--- config.mk ---
export PLATFORM = sky130hd
export DESIGN_NAME = qnna_tile_sched
export DESIGN_NICKNAME = d
export VERILOG_FILES = /design/src/rtl/qnna_tile_sched.sv
export SDC_FILE = /design/constraint.sdc
export NUM_CORES = 1
export LEC_CHECK = 0
export ABC_CLOCK_PERIOD_IN_PS = 5800
export CAP_MARGIN = 15
export CORE_AREA = 3 3 133 161
export DETAILED_ROUTE_END_ITERATION = 10
export DIE_AREA = 0 0 136 164
export HOLD_SLACK_MARGIN = 0.15
export PLACE_DENSITY = 0.8
export SYNTH_ARGS = -nofsm -noshare
export SYNTH_HDL_FRONTEND = slang
export SYNTH_SLANG_ARGS = --single-unit
--- constraint.sdc ---
create_clock -name wb_clk_i -period 5.8 [get_ports wb_clk_i]
set_input_delay 1.16 -clock wb_clk_i [delete_from_list [all_inputs] [get_ports wb_clk_i]]
set_output_delay 1.16 -clock wb_clk_i [all_outputs]
set_load 0.1 [all_outputs]
--- src/rtl/qnna_tile_sched.sv ---
`timescale 1ns/1ps
// qnna_tile_sched: walks an M x N x K INT8 matmul over the QNNA MAC array in
// TILE x TILE output blocks, each covering K in KCHUNK-deep slices, issuing one
// tile command per slice and waiting for the array's completion.
module qnna_tile_sched #(
    parameter  int TILE   = 4,
    parameter  int KCHUNK = 8,
    parameter  int DIM_W  = 16,
    localparam int ML_W   = $clog2(TILE + 1),
    localparam int KL_W   = $clog2(KCHUNK + 1)
) (
    input  logic             wb_clk_i,
    input  logic             wb_rst_i,
    input  logic             start,
    input  logic             abort,
    input  logic [DIM_W-1:0] dim_m,
    input  logic [DIM_W-1:0] dim_n,
    input  logic [DIM_W-1:0] dim_k,
    input  logic             relu_en,
    input  logic             tile_done,
    output logic             tile_start,
    output logic [DIM_W-1:0] m_base,
    output logic [DIM_W-1:0] n_base,
    output logic [DIM_W-1:0] k_base,
    output logic [ML_W-1:0]  m_len,
    output logic [ML_W-1:0]  n_len,
    output logic [KL_W-1:0]  k_len,
    output logic             acc_clear,
    output logic             wr_back,
    output logic             relu_q,
    output logic             busy,
    output logic             done,
    output logic             err
);

    // One extra bit so base + step never wraps for dims near 2^DIM_W-1.
    localparam int AW = DIM_W + 1;

    typedef enum logic [2:0] {
        S_IDLE,
        S_ISSUE,
        S_WAIT,
        S_NEXT,
        S_FIN
    } state_t;

    state_t           state_q, state_d;
    logic [DIM_W-1:0] dm_q, dn_q, dk_q;
    logic             err_q;

    logic             start_acc;
    logic             load;
    logic             zero_dim;
    logic [AW-1:0]    m_nx, n_nx, k_nx;

    logic [DIM_W-1:0] dm_s, dn_s, dk_s;
    logic [AW-1:0]    rem_m, rem_n, rem_k;
    logic [ML_W-1:0]  m_len_d, n_len_d;
    logic [KL_W-1:0]  k_len_d;
    logic             acc_clear_d, wr_back_d;

    assign zero_dim = (dim_m == '0) || (dim_n == '0) || (dim_k == '0);

    // State register, latched job parameters and registered command fields.
    // The base outputs double as the m0/n0/k0 loop counters.
    always_ff @(posedge wb_clk_i or posedge wb_rst_i) begin
        if (wb_rst_i) begin
            state_q   <= S_IDLE;
            dm_q      <= '0;
            dn_q      <= '0;
            dk_q      <= '0;
            err_q     <= 1'b0;
            relu_q    <= 1'b0;
            m_base    <= '0;
            n_base    <= '0;
            k_base    <= '0;
            m_len     <= '0;
            n_len     <= '0;
            k_len     <= '0;
            acc_clear <= 1'b0;
            wr_back   <= 1'b0;
        end else begin
            state_q <= state_d;
            if (start_acc) begin
                dm_q   <= dim_m;
                dn_q   <= dim_n;
                dk_q   <= dim_k;
                relu_q <= relu_en;
                err_q  <= zero_dim;
            end
            if (load) begin
                m_base    <= m_nx[DIM_W-1:0];
                n_base    <= n_nx[DIM_W-1:0];
                k_base    <= k_nx[DIM_W-1:0];
                m_len     <= m_len_d;
                n_len     <= n_len_d;
                k_len     <= k_len_d;
                acc_clear <= acc_clear_d;
                wr_back   <= wr_back_d;
            end
        end
    end

    // Next-state logic and loop advance (K innermost, then N, then M).
    always_comb begin
        state_d   = state_q;
        start_acc = 1'b0;
        load      = 1'b0;
        m_nx      = {1'b0, m_base};
        n_nx      = {1'b0, n_base};
        k_nx      = {1'b0, k_base};
        case (state_q)
            S_IDLE: begin
                if (start) begin
                    start_acc = 1'b1;
                    load      = 1'b1;
                    m_nx      = '0;
                    n_nx      = '0;
                    k_nx      = '0;
                    state_d   = zero_dim ? S_FIN : S_ISSUE;
                end
            end
            S_ISSUE: state_d = S_WAIT;
            S_WAIT: begin
                if (tile_done) state_d = S_NEXT;
            end
            S_NEXT: begin
                state_d = S_ISSUE;
                k_nx    = {1'b0, k_base} + AW'(KCHUNK);
                if (k_nx >= {1'b0, dk_q}) begin
                    k_nx = '0;
                    n_nx = {1'b0, n_base} + AW'(TILE);
                    if (n_nx >= {1'b0, dn_q}) begin
                        n_nx = '0;
                        m_nx = {1'b0, m_base} + AW'(TILE);
                        if (m_nx >= {1'b0, dm_q}) state_d = S_FIN;
                    end
                end
                load = (state_d == S_ISSUE);
            end
            S_FIN:   state_d = S_IDLE;
            default: state_d = S_IDLE;
        endcase
        // Abort wins over everything, including a coincident tile_done.
        if (state_q != S_IDLE && abort) begin
            state_d = S_IDLE;
            load    = 1'b0;
        end
    end

    // Command field values for the slice about to be issued; dims come from
    // the inputs on the accepting cycle, from the latched copy afterwards.
    always_comb begin
        dm_s        = (state_q == S_IDLE) ? dim_m : dm_q;
        dn_s        = (state_q == S_IDLE) ? dim_n : dn_q;
        dk_s        = (state_q == S_IDLE) ? dim_k : dk_q;
        rem_m       = {1'b0, dm_s} - m_nx;
        rem_n       = {1'b0, dn_s} - n_nx;
        rem_k       = {1'b0, dk_s} - k_nx;
        m_len_d     = (rem_m >= AW'(TILE))   ? ML_W'(TILE)   : ML_W'(rem_m);
        n_len_d     = (rem_n >= AW'(TILE))   ? ML_W'(TILE)   : ML_W'(rem_n);
        k_len_d     = (rem_k >= AW'(KCHUNK)) ? KL_W'(KCHUNK) : KL_W'(rem_k);
        acc_clear_d = (k_nx == '0);
        wr_back_d   = ((k_nx + AW'(KCHUNK)) >= {1'b0, dk_s});
    end

    // Status strobes decoded from the state register.
    always_comb begin
        tile_start = (state_q == S_ISSUE);
        busy       = (state_q != S_IDLE);
        done       = (state_q == S_FIN);
        err        = (state_q == S_FIN) && err_q;
    end

endmodule

-- Word level (Yosys, flattened, before mapping)
Cells that the tools add are included.
- register bits: 113
- bits in latches: 0
- memory bits (writable): 0
- ROM bits: 0
- input bits: 54
- output and inout port bits: 65
- word-level logic and storage cells: 76
- memories kept: 0
- add/subtract/negate cells: 7
- multiply operators: 0
- div/mod/pow operators: 0
- $lt $le $gt $ge: 7
- equal/unequal tests: 7
- shifts and indexed selects: 0
- mux-type cells: 30
- bitwise logic cells: 0
- reductions and logical operators: 11
- operators by type and width (cell ; count):
    one-hot mux 17 bit (2 select lines) ; 3
    two-way mux 16 bit ; 6
    two-way mux 17 bit ; 5
    greater-or-equal comparator 17 x 16 -> 1 bit ; 4
    subtractor 16 x 17 -> 17 bit ; 3
    zero test 16 bit ; 3
    adder 16 x 3 -> 17 bit, second input constant ; 2
    greater-or-equal comparator 17 x 3 -> 1 bit, second input constant ; 2
    two-way mux 3 bit ; 10
    adder 16 x 4 -> 17 bit, second input constant ; 1
    adder 17 x 4 -> 17 bit, second input constant ; 1
    greater-or-equal comparator 17 x 4 -> 1 bit, second input constant ; 1
    zero test 17 bit ; 1
    one-hot mux 3 bit (4 select lines) ; 1
    == test 3 x 1 -> 1 bit, second input constant ; 2
    == test 3 x 2 -> 1 bit, second input constant ; 2
    inequality test 3 bit, second input constant ; 2
    two-way mux 4 bit ; 1
    == test 3 bit, second input constant ; 1
    zero test 3 bit ; 1
    two-way mux 1 bit ; 3
    nonzero test 3 bit ; 1
    logical AND 1 bit ; 2
    logical OR 1 bit ; 2
    2 further kinds ; 2

-- Logic depth before layout (Yosys ltp)
- word-level depth: 9
- mapped depth: 31
- depth with buffers taken out: 28

-- Worst setup path before layout
Ideal clock, no wire load.
- path type: register to register
- start: register k_base[3]
- end: register m_len[0]
- data arrival time: 6963 ps
- data required time: 5731 ps
- path slack: -1232 ps
- stages on the path, launching flop included: 30
- path buffers: 3
- clock period less this slack: 7032 ps
- path through: dfrtp_1 > ha_1 > and3_1 > clkbuf_1 > and2_1 > and3_1 > nand3_1 > xnor2_1 > ha_1 > nand3_1 > a2111oi_1 > a311o_1 > nor3_2 > buf_2 > nor2_1 > o21ai_1 > clkbuf_1 > a21oi_1 > ha_1 > a21o_1 > a21oi_1 > o21bai_1 > a21o_1 > a21oi_1 > o21bai_1 > mux2i_1 > nor4_1 > nand4_1 > a2111oi_2 > a22o_1
- longest elaborated chain between the ends: 7
- elaborated cells on any way between the ends: 12
- RTL lines (item ; RTL line ; RTL):
    from (decl) ; 24 ; output logic [DIM_W-1:0] k_base,
    from (signal assigned) ; 94 ; k_base <= k_nx[DIM_W-1:0];
    adder 16 x 4 -> 17 bit * ; 129 ; k_nx = {1'b0, k_base} + AW'(KCHUNK);
    greater-or-equal comparator 17 x 16 -> 1 bit * ; 130 ; if (k_nx >= {1'b0, dk_q}) begin
    two-way mux 17 bit / two-way mux 3 bit (equally long branches) ; 130 ;
    one-hot mux 17 bit (2 select lines) / two-way mux 3 bit (equally long branches) ; 112 ; case (state_q)
    subtractor 16 x 17 -> 17 bit / == test 3 x 1 -> 1 bit (equally long branches) ; 157, 139 ;
    greater-or-equal comparator 17 x 3 -> 1 bit / one-hot mux 1 bit (2 select lines) (equally long branches) ; 160, 112 ;
    two-way mux 3 bit / two-way mux 1 bit (equally long branches) ; 160, 145 ;
    to (signal assigned) ; 95 ; m_len <= m_len_d;
    to (decl) ; 25 ; output logic [ML_W-1:0] m_len,
Mark *: on every way between the ends. The rest lies on a longest branch, timed or not. The select of a mux whose other input is x is not followed.
A chain may end at the register's enable or synchronous reset.

-- Worst setup path in the final report
- start: register k_base[3]
- end: register k_len[3]
- longest elaborated chain between the ends: 7
- elaborated cells on any way between the ends: 13
- RTL lines (item ; RTL line ; RTL):
    adder 16 x 4 -> 17 bit * ; 129 ;
    greater-or-equal comparator 17 x 16 -> 1 bit * ; 130 ;
    two-way mux 17 bit * ; 130 ;
    one-hot mux 17 bit (2 select lines) * ; 112 ;
    net k_nx[0] ; 54 ; logic [AW-1:0] m_nx, n_nx, k_nx;
    subtractor 16 x 17 -> 17 bit * ; 159 ; rem_k = {1'b0, dk_s} - k_nx;
    greater-or-equal comparator 17 x 4 -> 1 bit ; 162 ; k_len_d = (rem_k >= AW'(KCHUNK)) ? KL_W'(KCHUNK) : KL_W'(rem_k);
    two-way mux 4 bit * ; 162 ;
    to (signal assigned) ; 97 ; k_len <= k_len_d;
    to (decl) ; 27 ; output logic [KL_W-1:0] k_len,
The timed path passes the listed nets; every way through them passes the cells marked *. The select of a mux whose other input is x is not followed.

==> reports/metrics.cfg <==
[logic_synthesis]
synth.distinct_cells=80
ys_async_sr_fraction=1.000
synth_flop_cell=dfrtp_1
syn_nets=1530
yosys-top-cells-count=nand2_1 (164), o21ai_0 (127), nor2_1 (122), ha_1 (116)
ys_top_cells_by_area=dfrtp_1 (27%), ha_1 (14%), o21ai_0 (6.1%), nand2_1 (5.9%), a21oi_1 (5.4%)
yosys_warnings=0
synth_top_area_cell=dfrtp_1
syn_area_mm2=0.01049
ys_ff_latch=113
synth_edf_count=0
synth_most_common_cell=nand2_1
syn_area_per_cell_um2=7.732
ys_seq_area_frac=0.2695
synth_top_area_share=0.2695
postSynthCellCount=1357

[timing]
worst_pin_slew_ns=1.073
hold_viol=0
rsz0062_at_grt=yes
finalCriticalPeriod_ns=5.774
finClkSkew_ns=0.01042
relSlewSlack=0.2825
setup_viol=0
maxSlewViolCount=0
post-route-period-util=0.9955
fmax_ghz=0.1732
whs_ns=0.4885

[job]
cap_viol_max_count=0

[cts]
cts_max_level=4
cts.sinks=113
cts-root-buf=clkbuf_16
cts_tree=yes
clkTransAtPathRegs_ns=0.06
clock_latency_ns=0.43
numCtsBuffers=17
clockBufferDepth=2

[die]
die_w_um=136
core-area_mm2=0.02011
io_pins=119
initial_core_util=0.5217
dieArea_mm2=0.02230
die_height_um=164
rows=57

[place]
place_congestion=1.019
io_buffers=118
hpwl_um=25700
placed_cells_incl_taps=1745

[setup_path]
critPathKind=flip-flop to flip-flop
r2r-start=k_base[3]
start_kind=flip-flop
arrival_ns=6.09
crit_required_ns=6.12
path_depth=27
slowest_delay_ns=0.46
cpLargestDelayFamily=compound AO/OA/AOI/OAI gates
cp_num_buf_inv=3
reg2regPathDepth=27
worst_setup_path_end_kind=flip-flop
slowest_stage=dfrtp_2
critPathMaxFanout=8
cp-startpoint=k_base[3]

[min_path]
worstHoldStart=relu_q
hold_class=flip-flop to flip-flop
hold-path-cell-count=2

[finish]
diodes=0
fin_cells=1802
regArea_mm2=0.002845
syn2layout_area_growth_pct=30.62
multi_input_area_mm2=0.007616
final_nets=1697
nFillCells=1632
drive_gt1_frac=0.1698

[global_route]
grt_pass1_wl_um=52340
grt-ovfl-total=0
grt_max_degree=99
grt_pass1_vias=10317
gr-usage-all-layers=0.2970
antenna_found_initial=0

[detailed_routing]
drtAntennaViolNets=0
routed_via_density=6.060
vias=10920
post_drt_wl_per_cell_um=19.11
drt-pass1-iter-count=5
drc=0
routed_wl_um=34430
drt_iter0_drc=658

[outcome]
outcome=completed

==> path summary, 6_finish.rpt <==
kind,end,slack (ns)
worst max-delay path,k_len[3],0.03
worst min-delay path,relu_q,0.49
worst max register to register,k_len[3],0.03
worst min register to register,relu_q,0.49
max in group asynchronous,k_base[6],3.67
min in group asynchronous,k_base[14],1.05
==> state kept, by name, summed over array words and instances (netlist names) <==
signal and flops:
relu_q 1, k_base 16, k_len 4, dn_q 16, m_base 16, state_q 3, dm_q 16, m_len 3
err_q 1, n_len 3, acc_clear 1, n_base 16, dk_q 16, wr_back 1
==> metal layers <==
| metal | up-vias | share of wire | GRT usage |
|---|---|---|---|
| li1 | 5145 | - | - |
| met1 | 5199 | 0.40 | 0.3565 |
| met2 | 454 | 0.49 | 0.5070 |
| met3 | 122 | 0.060 | 0.04994 |
| met4 | 0 | 0.055 | 0.1577 |
| met5 | - | 0 | 0 |
==> stage by stage <==
stage / cell area [µm²] / setup TNS, ns / setup WS (ns) / utilization
floorplan: 10660 / 0 / 0.001017 / -
global placement: 12410 / 0 / 0.1438 / 0.6173
detailed placement: 12410 / -0.006785 / -0.006785 / 0.6173
CTS: 13040 / -0.0008749 / -0.0008749 / 0.6484
global route: 13710 / -2.159 / -0.2566 / 0.6815
finish: 13710 / 0 / 0.02611 / 0.6815
==> final cells by class <==
type / instances / share of cell area
clock buffer: 20 / 0.03259
clock inverter: 12 / 0.01159
inverter: 109 / 0.03003
multi-input combinational: 1074 / 0.5557
sequential: 113 / 0.2076
tap: 265 / 0.02419
timing repair buffer: 209 / 0.1383
==> cells by family after synthesis <==
| kind of cell | after synthesis | share of synthesized area |
|---|---|---|
| flops | 113 | 0.2695 |
| buf+inv | 170 | 0.06320 |
| simple gates | 482 | 0.2220 |
| mux | 16 | 0.01574 |
| xor+xnor | 61 | 0.05092 |
| fa+ha+maj | 119 | 0.1440 |
| compound gates | 396 | 0.2346 |
==> cells in the final DEF (no fill, tap or decap), types with 20 or more instances in the layout <==
master	synthesis	routed
a21o_1	38	37
a21oi_1	113	98
buf_4	1	85
clkdlybuf4s50_1	0	118
dfrtp_1	113	99
ha_1	116	104
inv_1	109	107
nand2_1	164	161
nand3_1	35	30
nand4_1	20	20
nor2_1	122	113
o21ai_0	127	119
xnor2_1	31	28
xor2_1	30	30
==> worst min-delay path, cell delays in order (launching register included) <==
cell and delay [ns]:
dfrtp_1 0.35, nand2_1 0.05, nand2_1 0.05
==> timing repair <==
action / 4_1_cts / 5_1_grt
gates resized for setup: 2 / 101
hold buffers: 0 / 0
cloned: 0 / 0
pin swaps: 3 / 63
setup buffers: 2 / 23
setup endpoints to repair: 5 / 11
Power is not shown: default switching activity piles up to over one toggle a cycle in this logic, so the estimate is an artifact.
